[src/rtl/alu_pkg.sv]
// Shared types for the ALU issue controller: operand widths, FSM state encoding, queued command.
// No logic, no latency.
// No flow control of its own; used by alu_cmd_fifo and alu_issue_ctrl.
package alu_pkg;

    localparam int DATA_W = 8;
    localparam int OP_W   = 3;

    typedef enum logic [1:0] {
        ST_IDLE  = 2'd0,
        ST_ISSUE = 2'd1,
        ST_HOLD  = 2'd2
    } state_e;

    typedef struct packed {
        logic [OP_W-1:0]   opcode;
        logic [DATA_W-1:0] rs;
        logic [DATA_W-1:0] rt;
    } cmd_t;

endpackage

[src/rtl/alu_cmd_fifo.sv]
// Command queue between the accept port and the issue FSM; registered storage, head visible combinationally.
// Latency: an entry pushed at edge N is poppable from edge N+1.
// Backpressure: a push while full and a pop while empty are ignored; full/empty come from registered state.
module alu_cmd_fifo
    import alu_pkg::*;
#(
    parameter int FIFO_DEPTH = 4
) (
    input  logic clk_i,
    input  logic rst_n_i,
    input  logic push,
    input  cmd_t push_dat,
    input  logic pop,
    output cmd_t pop_dat,
    output logic full,
    output logic empty
);

    localparam int AW = $clog2(FIFO_DEPTH);

    cmd_t          mem [FIFO_DEPTH];
    logic [AW-1:0] wr_ptr;
    logic [AW-1:0] rd_ptr;
    logic [AW:0]   level;
    logic          do_push;
    logic          do_pop;

    assign full    = (level == (AW+1)'(FIFO_DEPTH));
    assign empty   = (level == '0);
    assign do_push = push && !full;
    assign do_pop  = pop && !empty;
    assign pop_dat = mem[rd_ptr];

    always_ff @(posedge clk_i or negedge rst_n_i) begin
        if (!rst_n_i) begin
            wr_ptr <= '0;
            rd_ptr <= '0;
            level  <= '0;
        end else begin
            if (do_push) wr_ptr <= wr_ptr + 1'b1;
            if (do_pop)  rd_ptr <= rd_ptr + 1'b1;
            // Simultaneous push and pop leave the occupancy unchanged.
            case ({do_push, do_pop})
                2'b10:   level <= level + 1'b1;
                2'b01:   level <= level - 1'b1;
                default: level <= level;
            endcase
        end
    end

    // Storage needs no reset: occupancy alone decides which entries are valid.
    always_ff @(posedge clk_i) begin
        if (do_push) mem[wr_ptr] <= push_dat;
    end

endmodule

[src/rtl/alu_issue_ctrl.sv]
// Queues ALU commands, issues them one at a time to an external combinational ALU and returns responses in order.
// Latency: accept at edge N -> ALU operands at N+1 -> response valid after N+2; one response per 2 cycles.
// Backpressure: cmd_ready_o drops when the queue is full; a stalled response is held stable until rsp_ready_i.
module alu_issue_ctrl
    import alu_pkg::*;
#(
    parameter int FIFO_DEPTH = 4,
    parameter int CNT_W      = 16
) (
    input  logic              clk_i,
    input  logic              rst_n_i,
    input  logic              cmd_valid_i,
    output logic              cmd_ready_o,
    input  logic [OP_W-1:0]   cmd_opcode_i,
    input  logic [DATA_W-1:0] cmd_rs_i,
    input  logic [DATA_W-1:0] cmd_rt_i,
    output logic [OP_W-1:0]   alu_opcode_o,
    output logic [DATA_W-1:0] alu_rs_o,
    output logic [DATA_W-1:0] alu_rt_o,
    input  logic [DATA_W-1:0] alu_result_i,
    input  logic              alu_zero_i,
    output logic              rsp_valid_o,
    input  logic              rsp_ready_i,
    output logic [DATA_W-1:0] rsp_result_o,
    output logic              rsp_zero_o,
    output logic [OP_W-1:0]   rsp_opcode_o,
    output logic [CNT_W-1:0]  issue_cnt_o,
    output logic              busy_o
);

    state_e state_q;
    cmd_t   cmd_in;
    cmd_t   head;
    logic   fifo_full;
    logic   fifo_empty;
    logic   push;
    logic   pop;

    assign cmd_in      = '{opcode: cmd_opcode_i, rs: cmd_rs_i, rt: cmd_rt_i};
    assign cmd_ready_o = !fifo_full;
    assign push        = cmd_valid_i && !fifo_full;
    assign busy_o      = (state_q != ST_IDLE) || !fifo_empty;

    alu_cmd_fifo #(
        .FIFO_DEPTH(FIFO_DEPTH)
    ) u_fifo (
        .clk_i   (clk_i),
        .rst_n_i (rst_n_i),
        .push    (push),
        .push_dat(cmd_in),
        .pop     (pop),
        .pop_dat (head),
        .full    (fifo_full),
        .empty   (fifo_empty)
    );

    // In HOLD, rsp_valid_o is always high, so rsp_ready_i alone completes the handshake.
    always_comb begin
        pop = 1'b0;
        case (state_q)
            ST_IDLE: pop = !fifo_empty;
            ST_HOLD: pop = rsp_ready_i && !fifo_empty;
            default: pop = 1'b0;
        endcase
    end

    always_ff @(posedge clk_i or negedge rst_n_i) begin
        if (!rst_n_i) begin
            state_q      <= ST_IDLE;
            alu_opcode_o <= '0;
            alu_rs_o     <= '0;
            alu_rt_o     <= '0;
            rsp_valid_o  <= 1'b0;
            rsp_result_o <= '0;
            rsp_zero_o   <= 1'b0;
            rsp_opcode_o <= '0;
            issue_cnt_o  <= '0;
        end else begin
            case (state_q)
                ST_IDLE: begin
                    if (pop) begin
                        alu_opcode_o <= head.opcode;
                        alu_rs_o     <= head.rs;
                        alu_rt_o     <= head.rt;
                        state_q      <= ST_ISSUE;
                    end
                end
                ST_ISSUE: begin
                    rsp_result_o <= alu_result_i;
                    rsp_zero_o   <= alu_zero_i;
                    rsp_opcode_o <= alu_opcode_o;
                    rsp_valid_o  <= 1'b1;
                    state_q      <= ST_HOLD;
                end
                ST_HOLD: begin
                    if (rsp_ready_i) begin
                        rsp_valid_o <= 1'b0;
                        issue_cnt_o <= issue_cnt_o + CNT_W'(1);
                        if (pop) begin
                            alu_opcode_o <= head.opcode;
                            alu_rs_o     <= head.rs;
                            alu_rt_o     <= head.rt;
                            state_q      <= ST_ISSUE;
                        end else begin
                            state_q <= ST_IDLE;
                        end
                    end
                end
                default: state_q <= ST_IDLE;
            endcase
        end
    end

endmodule

[config.mk]
export PLATFORM = sky130hd
export DESIGN_NAME = alu_issue_ctrl
export DESIGN_NICKNAME = d
export VERILOG_FILES = /design/src/rtl/alu_pkg.sv /design/src/rtl/alu_cmd_fifo.sv /design/src/rtl/alu_issue_ctrl.sv
export SDC_FILE = /design/constraint.sdc
export NUM_CORES = 1
export LEC_CHECK = 0
export BUFFER_PORTS_ARGS = -buffer_cell sky130_fd_sc_hd__buf_2
export CORE_MARGIN = 2
export CORE_UTILIZATION = 55
export DETAILED_ROUTE_END_ITERATION = 8
export PLACE_DENSITY = 0.78
export SYNTH_ARGS = -nofsm -noshare
export SYNTH_HDL_FRONTEND = slang
export SYNTH_SLANG_ARGS = --single-unit
[constraint.sdc]
create_clock -name clk_i -period 2.9 [get_ports clk_i]
set_input_delay 0.145 -clock clk_i [delete_from_list [all_inputs] [get_ports clk_i]]
set_output_delay 0.145 -clock clk_i [all_outputs]
set_load 0.01 [all_outputs]
# After elaboration in Yosys (flattened, before gate mapping)
# Memory sizes are Yosys's and may differ from the RTL's.
# Cells that the tools add are included.
# totals
regBits	57
latchBits	0
ram_bits	76
rom_bits	0
output_inout_bits	50
elab_cells	61
mem_count	1
# memory_table
name	depth	word_bits	rd	rd_clocked_by_memory_dff	write_ports	line	rtl
u_fifo.mem	4	19	1	0	1	alu_cmd_fifo.sv:21	cmd_t mem [FIFO_DEPTH];
# op_classes
addsub	5
multipliers	0
div_mod_pow	0
n_lt_le_gt_ge	0
eq_ne	7
n_shift	0
n_mux	19
bitwise_logic	0
n_reduce_logical	17
# ops
op	count
$mux 8	4
$pmux 8 s2	2
$add 16x1->16 const B	1
$pmux 3 s2	2
$reduce_and 2->1	4
$reduce_bool 2->1	4
$mux 3	2
$pmux 2 s3	1
$add 2x1->2 const B	2
$eq 2x1->1 const B	2
$eq 2x2->1 const B	2
$logic_and 1x1->1	4
$mux 1	4
$mux 2	2
$pmux 1 s2	2
$add 3x1->3 const B	1
$eq 3x3->1 const B	1
$logic_not 3->1	1
$sub 3x1->3 const B	1
$logic_not 1->1	2
$logic_not 2->1	1
$ne 2x1->1 const B	1
$ne 2x2->1 const B	1
$logic_or 1x1->1	1

# Longest topological paths before layout
# Gate-level depths: netlist of run 1.
# depth
ltp_word	7
mapped_depth	10
mapped_depth_nobuf	10

# Cells and area by module
# From an unflattened synthesis of run 1, not the netlist that was laid out.
# unflattened
cells_unflattened	278
area_unflattened_um2	5185.0
# by_module_without_submodules
mod	n_inst	cells_each	area_each_um2
alu_cmd_fifo	1	136	3185.6
alu_issue_ctrl	1	142	1999.4

# Worst setup path after synthesis of run 1
# OpenSTA, ideal clock, no wires.
# synth_timing
path_type	reg2reg
start	register state_q[1]
end	register u_fifo.level[2]
arrival_ns	1.999
t_required_ns	2.821
slack_ns	0.821
stages_incl_launch_ff	10
synth_period_minus_slack_ns	2.079
cell_sequence	dfrtp_1 > nor2b_1 > nor3_2 > buf_2 > ha_1 > inv_1 > fa_1 > xor2_1 > nor2_1 > xor2_1
# synth_via
elab_chain_cells	5
word_cells_on_any_way	8
cone_classes	eq/ne (3); mux (2); reduce/logical (3)
# synth_lines
item	line	rtl
start, declared	alu_issue_ctrl.sv:31	state_e state_q;
start signal, assigned	alu_issue_ctrl.sv:69	state_q <= ST_IDLE;
start signal, assigned	alu_issue_ctrl.sv:85	state_q <= ST_ISSUE;
start signal, assigned	alu_issue_ctrl.sv:93	state_q <= ST_HOLD;
$eq 2x2->1 / $logic_not 2->1 (equally long branches)	alu_issue_ctrl.sv:60	case (state_q)
$pmux 1 s2 *	alu_issue_ctrl.sv:60	
$logic_and 1x1->1 *	alu_cmd_fifo.sv:31	assign do_pop = pop && !empty;
net u_fifo.do_pop	alu_cmd_fifo.sv:26	logic do_pop;
$eq 2x1->1 / $eq 2x2->1 (equally long branches)	alu_cmd_fifo.sv:43	case ({do_push, do_pop})
$pmux 3 s2 / $reduce_bool 2->1 (equally long branches)	--	
end signal, assigned	alu_cmd_fifo.sv:44	2'b10: level <= level + 1'b1;
end signal, assigned	alu_cmd_fifo.sv:45	2'b01: level <= level - 1'b1;
end signal, assigned	alu_cmd_fifo.sv:46	default: level <= level;
end, declared	alu_cmd_fifo.sv:24	logic [AW:0] level;
# Mark *: on every way through the listed nets, which the timed path passes. The rest lies on a longest branch.
# A chain may end at the register's enable or synchronous reset.

# Worst setup path after layout of run 1
# layout_timing
start	register state_q[1]
end	register u_fifo.level[2]
# layout_via
elab_chain_cells	5
word_cells_on_any_way	8
cone_classes	eq/ne (3); mux (2); reduce/logical (3)
# layout_lines
item	line
$eq 2x2->1 / $logic_not 2->1 (equally long branches)	alu_issue_ctrl.sv:60
$pmux 1 s2 *	alu_issue_ctrl.sv:60
$logic_and 1x1->1 *	alu_cmd_fifo.sv:31
$eq 2x1->1 / $eq 2x2->1 (equally long branches)	alu_cmd_fifo.sv:43
$pmux 3 s2 / $reduce_bool 2->1 (equally long branches)	--
# Every way passes the cells marked *; elsewhere a longest branch is shown, timed or not.

==> run_results.csv, run 1 <==
group,metric,value,unit
sta,slew_viol_final,0,
logic_synthesis,synth_warnings,0,
critical_path,end_kind,"flop",
placed_design,place_ws,0.0746,ns
placed_design,portBuffers,81,
grt,grt.total_usage,20.9,%
critical_path,reg2regPathDepth,8,
placed_design,placed_cell_area,0.00573,mm^2
sta,finalHoldViolations,0,
sta,finalSetupTns,0,ns
critical_path,reg2reg_from,"state_q[1]$_DFFE_PN0P_",
clock_tree,root_buffer,"clkbuf_8",
pwr,p_per_area,1080,mW/mm^2
final_layout,seq_area,0.00371,mm^2
sta,fmax,389,MHz
final_layout,num_antenna_cells,0,
floorplan,die-area,0.0102,mm^2
drt,drt_iter0_drc,140,
critical_path,path_cells,"nor2b_1, nor3_4, ha_1, inv_1, fa_1, xor2_1, nor2_1, xor2_1",
critical_path,cp_max_fo,11,
clock_tree,clock_latency,0.52,ns
hold_path,hold_path_depth,3,
final_layout,syn2layout_area_growth,29.2,%
drt,first_pass_iters,6,
final_layout,layout-drive-gt1-share,43.0,%
logic_synthesis,synth_async_sr_flop_share,42.9,%
critical_path,critPathBufInv,1,
floorplan,fp.dieH,101,um
logic_synthesis,yosys.area_share.simple,5.33,%
grt,antenna_found_initial,0,
sta,fin_ws,0.332,ns
critical_path,worst-r2r-setup-slack,0.33,ns
logic_synthesis,ys_ff_latch,133,
logic_synthesis,synthMuxAreaShare,15.5,%
clock_tree,cts_setup_buffers,0,
grt,grt-ovfl-total,0,
clock_tree,clock_sinks,133,
drt,avgViaCountPerCell,5.42,
drt,drc,0,
grt,grt_start_max_net_pins,24,
logic_synthesis,syn_area,0.00516,mm^2
final_layout,final_util,72.8,%
clock_tree,clk_path_buf_depth,2,
drt,dr_total_vias,2883,
pwr,vdd_drop_max,602,uV
hold_path,hold_path.startpoint,"cmd_valid_i",
logic_synthesis,synthFlopType,"edfxtp_1",
clock_tree,ctsResizeCount,0,
flow_run,max-cap-violations,0,
clock_tree,cts_max_level,4,
critical_path,crit_arrival,3.01,ns
logic_synthesis,synthAdderAreaFrac,1.84,%
floorplan,core,0.00915,mm^2
critical_path,crit_path_max_incr_delay,0.65,ns
clock_tree,cts_made_buffers,17,
pwr,p_leak,2.74,nW
critical_path,worst-path-stages,8,
floorplan,rows,35,
drt,wl,9860,um
critical_path,startpoint_type,"flop",
logic_synthesis,synth-seq-area-share,71.9,%
clock_tree,clk_pin_slew_worst_paths,0.06,ns
final_layout,fillerInstances,571,
placed_design,hpwl,5720,um
pwr,total_power,7.21,mW
final_layout,postLayoutCellArea,0.00667,mm^2
sta,whs,0.0412,ns
floorplan,io_pins,82,
final_layout,fin_cells,532,
grt,grt_first_pass_wirelength,15300,um
final_layout,final_nets,447,
floorplan,start_util,56.4,%
logic_synthesis,netlist.area_leader.share,44.2,%
hold_path,hold_end,"u_fifo.wr_ptr[0]$_DFFE_PN0P_",
logic_synthesis,netlist_top_cells_area,"edfxtp_1, dfrtp_1, mux4_2, mux2_2, xnor2_1",
logic_synthesis,synth_edf_count,76,
run_status,outcome,"finished clean",
logic_synthesis,synth.avg_cell_area,18.6,um^2
logic_synthesis,synth_top_family_by_area,"multiplexers",
logic_synthesis,syn_inst,278,
critical_path,worstPathRequired,3.34,ns
sta,final.min_clock_period,2.57,ns
floorplan,die_x,101,um
clock_tree,cts_tree,"yes",
grt,grt_pass1_vias,3045,
critical_path,cp_slowest_cell,"nor3_4",
sta,fin_crit_sh,88.6,%
hold_path,hp-class,"input port to flop",
drt,ant_nets,0,
final_layout,multi_input_area,0.00138,mm^2
critical_path,cpMostUsedCell,"xor2_1",
sta,rsz0062_at_grt,"false",
logic_synthesis,synth-xor-area-share,3.56,%
critical_path,worst-setup-path-type,"flop to flop",
placed_design,place.gp.congestion,0.794,
sta,slew-limit-headroom,26.6,%
critical_path,regToRegEndpoint,"u_fifo.level[2]$_DFFE_PN0P_",
logic_synthesis,synthesis.nets,317,
placed_design,post-place-cells,469,
logic_synthesis,synth_compound_area_share,0.242,%
sta,setup_viol,0,
logic_synthesis,synth_cell_types,31,
logic_synthesis,synth_top_area_cell,"edfxtp_1",
drt,routedWlPerCell,18.5,um
critical_path,cpLargestDelayFamily,"simple AND/OR/NAND/NOR gates",
sta,skew,0.00906,ns
sta,worstMarginPinSlew,1.10,ns
[cells in the mapped netlist, types with 2 or more instances]
master,count
nor3_2,5
ha_1,6
nor2_1,5
mux4_2,19
clkbuf_1,3
and3_1,6
or3_1,2
mux2_1,2
xnor2_1,11
dfrtp_1,57
nand3_1,6
mux2_2,31
buf_2,6
edfxtp_1,76
xor2_1,10
nand2_1,8
inv_1,9
nor3_1,3
[state kept, by name, summed over array words and instances, names as in the netlist]
| signal | flops |
|---|---|
| u_fifo.mem | 76 |
| alu_rt_o | 8 |
| u_fifo.rd_ptr | 2 |
| rsp_result_o | 8 |
| rsp_zero_o | 1 |
| state_q | 2 |
| rsp_valid_o | 1 |
| alu_opcode_o | 3 |
| rsp_opcode_o | 3 |
| u_fifo.wr_ptr | 2 |
| issue_cnt_o | 16 |
| u_fifo.level | 3 |
| alu_rs_o | 8 |
[tightest hold or removal path, stage by stage]
cell	delay, ns
buf_2	0.10
and2_1	0.19
xnor2_1	0.08
[worst max path at each step]
| stage | startpoint | to | slack (ns) |
|---|---|---|---|
| after floorplan | state_q[1]$_DFFE_PN0P_ | u_fifo.level[2]$_DFFE_PN0P_ | 0.82 |
| after global placement | state_q[1]$_DFFE_PN0P_ | u_fifo.level[2]$_DFFE_PN0P_ | 0.16 |
| after detailed placement | state_q[1]$_DFFE_PN0P_ | u_fifo.level[2]$_DFFE_PN0P_ | 0.07 |
| after CTS | state_q[1]$_DFFE_PN0P_ | u_fifo.level[2]$_DFFE_PN0P_ | 0.07 |
| after global routing | state_q[1]$_DFFE_PN0P_ | u_fifo.level[2]$_DFFE_PN0P_ | 0.18 |
| final | state_q[1]$_DFFE_PN0P_ | u_fifo.level[2]$_DFFE_PN0P_ | 0.33 |
[logic make-up after synthesis]
group | count (synthesis)
DFF | 133
and+or+nand+nor | 44
AOI/OAI and AO/OA | 2
adders and majority gates | 7
muxes | 52
buffers and inverters | 19
xor gates and xnor gates | 21
[area by class of cell]
type,count,share of cell area (%)
clock buffer,20,6.85
multi-input combinational,127,20.7
clock inverter,12,2.59
tap,111,2.08
timing repair buffer,120,11.6
inverter,9,0.507
sequential,133,55.6
[power breakdown]
part / internal, mW / switching (mW)
Sequential: 2.59 / 0.290
Combinational: 1.07 / 1.03
Clock: 1.47 / 0.770
[placed cells by master, fill, tap and decap left out, drive strengths merged, types with 2 or more instances in the layout]
| master | instances |
|---|---|
| mux4 | 19 |
| clkbuf | 20 |
| dlygate4sd3 | 30 |
| nor3 | 9 |
| mux2 | 33 |
| nand2 | 8 |
| nand3 | 6 |
| clkinv | 4 |
| xnor2 | 11 |
| dfrtp | 57 |
| xor2 | 10 |
| buf | 90 |
| inv | 11 |
| nor2 | 5 |
| bufinv | 4 |
| edfxtp | 76 |
| clkinvlp | 2 |
| and3 | 6 |
| or3 | 2 |
| ha | 6 |
[per-layer routing]
metal | track usage [%] | part of all wire [%] | wire, um
met1 | 24.9 | 40 | 3920
met2 | 35.3 | 54 | 5330
met3 | 6.59 | 5.0 | 493
met4 | 9.06 | 1.2 | 119
met5 | 0 | 0 | 0
[repair_timing]
item | in CTS | in global routing
setup endpoints to repair | 0 | 1
hold endpoints to repair | 107 | 0
hold buffers | 30 | 0
Note: power is estimated with default switching activity, not from simulation.
==> inputs of run 2 (changes only) <==
==> constraint.sdc (replaced) <==
create_clock -name clk_i -period 2.9 [get_ports clk_i]
set_input_delay 0.87 -clock clk_i [delete_from_list [all_inputs] [get_ports clk_i]]
set_output_delay 0.87 -clock clk_i [all_outputs]
set_load 0.01 [all_outputs]
==> run_results.csv, run 2 (synthesized netlist as in run 1, its figures left out) <==
group,metric,value,unit
clock_tree,cts_max_level,4,
clock_tree,ctsResizeCount,0,
critical_path,worstPathRequired,2.03,ns
sta,slew-limit-headroom,63.9,%
grt,antenna_found_initial,0,
critical_path,end_kind,"output pin",
run_status,outcome,"finished clean",
final_layout,final_nets,416,
sta,fmax,399,MHz
sta,slew_viol_final,0,
placed_design,place_ws,0.534,ns
sta,skew,0.00984,ns
sta,worstMarginPinSlew,0.537,ns
critical_path,startpoint_type,"flop",
grt,gr-usage-met3,4.79,%
clock_tree,clock_sinks,133,
drt,routedWlPerCell,17.3,um
final_layout,num_antenna_cells,0,
final_layout,fillerInstances,620,
drt,drc,0,
final_layout,layout-drive-gt1-share,45.9,%
grt,grt_start_max_net_pins,58,
critical_path,cpLargestDelayFamily,"simple AND/OR/NAND/NOR gates",
critical_path,crit_path_max_incr_delay,0.48,ns
pwr,vdd_drop_max,556,uV
final_layout,reg_top3,"u_fifo.mem: 76 flops, issue_cnt_o: 16 flops",
critical_path,reg2regPathDepth,10,
clock_tree,cts_setup_buffers,0,
sta,setup_viol,0,
floorplan,io_pins,82,
grt,grt_pass1_vias,2798,
final_layout,regMostFlops,"u_fifo.mem",
clock_tree,root_buffer,"clkbuf_8",
critical_path,path_cells,"nor3_1, nand2_1, buf_2",
grt,grt_first_pass_wirelength,13900,um
flow_run,max-cap-violations,0,
floorplan,die_x,101,um
critical_path,worst-r2r-setup-slack,0.79,ns
critical_path,worst-setup-path-type,"flop to output pin",
grt,grt-ovfl-total,0,
floorplan,fp.dieH,101,um
floorplan,core,0.00915,mm^2
final_layout,layout_common_cells,"buf_2, edfxtp_1, dfrtp_1, mux2_2, mux4_2",
critical_path,regToRegEndpoint,"u_fifo.level[2]$_DFFE_PN0P_",
clock_tree,hold_buffers,0,
sta,final.min_clock_period,2.51,ns
pwr,p_per_area,1110,mW/mm^2
sta,fin_ws,0.392,ns
drt,ant_nets,0,
sta,rsz0062_at_grt,"false",
critical_path,crit_arrival,1.64,ns
critical_path,critPathBufInv,1,
final_layout,postLayoutCellArea,0.00634,mm^2
clock_tree,clk_path_buf_depth,2,
floorplan,die-area,0.0102,mm^2
placed_design,place.gp.congestion,0.767,
drt,dr_total_vias,2708,
critical_path,reg2reg_from,"u_fifo.level[0]$_DFFE_PN0P_",
grt,grt_use_met1,23.7,%
grt,top_usage_layer,"met2",
grt,grt_use_met2,31.1,%
pwr,p_leak,2.61,nW
final_layout,seq_area,0.00371,mm^2
critical_path,cp_max_fo,3,
sta,finalSetupTns,0,ns
critical_path,cp_slowest_cell,"nor3_1",
final_layout,fin_cells,501,
floorplan,start_util,56.4,%
clock_tree,cts_tree,"yes",
grt,grt.total_usage,18.7,%
final_layout,largest_reg_flops,76,
hold_path,hp-class,"input port to asynchronous set/reset pin",
floorplan,rows,35,
final_layout,multi_input_area,0.00137,mm^2
clock_tree,cts_made_buffers,17,
final_layout,syn2layout_area_growth,22.9,%
sta,finalHoldViolations,0,
drt,drt_iter0_drc,92,
drt,first_pass_iters,4,
final_layout,layout_commonest_cell,"buf_2",
clock_tree,clock_latency,0.51,ns
clock_tree,clk_pin_slew_worst_paths,0.06,ns
placed_design,post-place-cells,469,
placed_design,portBuffers,81,
placed_design,hpwl,5380,um
drt,avgViaCountPerCell,5.41,
placed_design,placed_cell_area,0.00574,mm^2
sta,fin_crit_sh,86.5,%
final_layout,final_util,69.3,%
drt,wl,8680,um
[run 2: changes by cell type in the layout (fill, tap and decap cells not counted)]
cell	change
buf_4	-1
clkinvlp_4	-1
clkbuf_8	-1
clkbuf_16	-1
clkinv_4	+4
clkbuf_1	+1
inv_6	-2
dlygate4sd3_1	-30
nor3_2	-1
buf_12	+1
[run 2: power breakdown]
part | internal, mW | switching [mW] | total [mW]
Clock | 1.39 | 0.761 | 2.15
Sequential | 2.59 | 0.311 | 2.90
Combinational | 1.05 | 0.931 | 1.98
Total | 5.03 | 2.00 | 7.04
[run 2: routing by layer]
layer | vias to the layer above | share of wire, %
met5 | - | 0
met3 | 12 | 5.9
met4 | 0 | 0.98
li1 | 1243 | -
met2 | 86 | 51
met1 | 1367 | 42
[run 2: area by class of cell]
type	instances	share of cell area (%)
Sequential cell	133	58.5
Multi-Input combinational cell	126	21.6
Timing Repair Buffer	90	7.65
Clock buffer	19	6.65
Clock inverter	13	2.88
Tap cell	111	2.19
Inverter	9	0.533
[run 2: worst max path at each step]
stage	startpoint	end	slack [ns]	depth (start not counted)
global placement	rsp_ready_i	u_fifo.level[2]$_DFFE_PN0P_	0.59	9
global route	u_fifo.level[2]$_DFFE_PN0P_	busy_o	0.28	3
finish	u_fifo.level[2]$_DFFE_PN0P_	busy_o	0.39	3
CTS	u_fifo.level[2]$_DFFE_PN0P_	busy_o	0.35	3
floorplan	rsp_ready_i	u_fifo.level[2]$_DFFE_PN0P_	0.48	9
detailed placement	rsp_ready_i	u_fifo.level[2]$_DFFE_PN0P_	0.53	9
[run 2: worst register-to-register path: stages (launching register included)]
cell     delay, ns
dfrtp_1       0.40
inv_1         0.11
nand3_1       0.18
and2_1        0.26
inv_1         0.07
ha_1          0.17
inv_1         0.06
fa_1          0.38
xor2_1        0.15
nor2_1        0.11
xor2_1        0.16
[run 2: stage by stage]
stage	total power, mW	hold slack (ns)
global route	7.41	0.375
detailed placement	4.95	0.458
global placement	4.86	0.451
finish	7.04	0.356
CTS	7.13	0.356
floorplan	4.25	0.464
==> inputs of run 3 (changes only) <==
==> constraint.sdc (replaced) <==
create_clock -name clk_i -period 3.23 [get_ports clk_i]
set_input_delay 0.646 -clock clk_i [delete_from_list [all_inputs] [get_ports clk_i]]
set_output_delay 0.646 -clock clk_i [all_outputs]
set_load 0.01 [all_outputs]
==> run_results.csv, run 3 (synthesized netlist as in run 1, its figures left out) <==
group,metric,value,unit
placed_design,hpwl,5270,um
critical_path,path_cells,"nor3_1, nand2_1, buf_2",
pwr,p_leak,2.57,nW
final_layout,layout_common_cells,"buf_2, edfxtp_1, dfrtp_1, mux2_2, mux4_2",
sta,skew,0.00949,ns
drt,dr_total_vias,2656,
placed_design,post-place-cells,467,
sta,fin_crit_sh,71.1,%
grt,grt_start_max_net_pins,58,
critical_path,crit_arrival,1.65,ns
critical_path,crit_path_max_incr_delay,0.48,ns
final_layout,fin_cells,499,
drt,routedWlPerCell,17.1,um
sta,setup_viol,0,
clock_tree,root_buffer,"clkbuf_8",
run_status,outcome,"finished clean",
grt,antenna_found_initial,0,
final_layout,final_nets,414,
sta,slew-limit-headroom,38.3,%
final_layout,reg_top3,"u_fifo.mem: 76 flops, issue_cnt_o: 16 flops",
drt,ant_nets,0,
sta,finalHoldViolations,0,
grt,grt-ovfl-total,0,
grt,gr-usage-met3,5.34,%
final_layout,postLayoutCellArea,0.00629,mm^2
sta,worstMarginPinSlew,0.926,ns
critical_path,worst-setup-path-type,"flop to output pin",
sta,slew_viol_final,0,
placed_design,portBuffers,81,
clock_tree,clk_path_buf_depth,2,
critical_path,reg2reg_from,"u_fifo.level[0]$_DFFE_PN0P_",
final_layout,fillerInstances,616,
clock_tree,clk_pin_slew_worst_paths,0.06,ns
sta,fin_ws,0.935,ns
floorplan,die_x,101,um
floorplan,core,0.00915,mm^2
critical_path,startpoint_type,"flop",
critical_path,crit_path_start,"u_fifo.level[2]$_DFFE_PN0P_",
grt,top_usage_layer,"met2",
final_layout,regMostFlops,"u_fifo.mem",
flow_run,max-cap-violations,0,
critical_path,cp_slowest_cell,"nor3_1",
placed_design,place.gp.congestion,0.800,
grt,grt_pass1_vias,2742,
floorplan,start_util,56.4,%
clock_tree,cts_setup_buffers,0,
final_layout,syn2layout_area_growth,21.9,%
clock_tree,cts_tree,"yes",
clock_tree,clock_sinks,133,
clock_tree,ctsResizeCount,0,
grt,grt_use_met2,30.6,%
placed_design,place_ws,1.08,ns
final_layout,num_antenna_cells,0,
floorplan,rows,35,
grt,grt.total_usage,18.3,%
pwr,vdd_drop_max,563,uV
placed_design,placed_cell_area,0.00571,mm^2
clock_tree,hold_buffers,0,
sta,finalSetupTns,0,ns
critical_path,end_kind,"output pin",
floorplan,io_pins,82,
clock_tree,clock_latency,0.51,ns
drt,avgViaCountPerCell,5.32,
final_layout,layout_commonest_cell,"buf_2",
clock_tree,cts_max_level,4,
hold_path,hp-class,"input port to asynchronous set/reset pin",
sta,final.min_clock_period,2.30,ns
final_layout,largest_reg_flops,76,
drt,first_pass_iters,5,
drt,wl,8540,um
drt,drt_iter0_drc,87,
sta,fmax,436,MHz
drt,drc,0,
clock_tree,cts_made_buffers,17,
pwr,p_per_area,986,mW/mm^2
floorplan,fp.dieH,101,um
pwr,total_power,6.20,mW
grt,grt_use_met1,22.3,%
critical_path,cp_max_fo,3,
floorplan,die-area,0.0102,mm^2
sta,rsz0062_at_grt,"false",
grt,grt_first_pass_wirelength,13500,um
critical_path,worstPathRequired,2.58,ns
final_layout,layout-drive-gt1-share,45.4,%
-- run 3: cell type report --
type / instances / area [um^2] / area share [%]
sequential: 133 / 3710 / 59.0
multi-input combinational: 126 / 1370 / 21.8
timing repair buffer: 88 / 458 / 7.28
clock buffer: 18 / 418 / 6.64
clock inverter: 14 / 160 / 2.55
tap: 111 / 139 / 2.21
inverter: 9 / 33.8 / 0.537
-- run 3: critical path, delay by kind of cell, from the launching register on --
| family | cells | cell delay (ns) |
|---|---|---|
| buffers and inverters | 1 | 0.16 |
| flip-flops | 1 | 0.42 |
| AND/OR/NAND/NOR | 2 | 0.57 |
-- run 3: layer usage --
| layer | vias up | part of all wire [%] |
|---|---|---|
| li1 | 1237 | - |
| met1 | 1336 | 43 |
| met2 | 74 | 51 |
| met3 | 9 | 5.0 |
| met4 | 0 | 0.96 |
| met5 | - | 0 |
-- run 3: path summary, 6_finish.rpt --
kind	endpoint	slack (ns)	depth (start not counted)
max	busy_o	0.93	3
min	rsp_result_o[3]$_DFFE_PN0P_	0.28	2
max reg2reg	u_fifo.level[2]$_DFFE_PN0P_	1.17	10
min reg2reg	issue_cnt_o[15]$_DFFE_PN0P_	0.46	1
max in group asynchronous	alu_rs_o[5]$_DFFE_PN0P_	2.43	2
min in group clk_i	u_fifo.mem[3][2]$_DFFE_PP_	0.35	1
-- run 3: report_power, final --
part,switching [mW],internal (mW)
logic,0.776,0.928
registers,0.319,2.32
clock network,0.689,1.17
-- run 3: stage by stage --
stage | hold slack [ns] | util, %
floorplan | 0.350 | -
global placement | 0.450 | 62.4
detailed placement | 0.455 | 62.4
CTS | 0.300 | 68.7
global route | 0.326 | 68.7
finish | 0.275 | 68.7
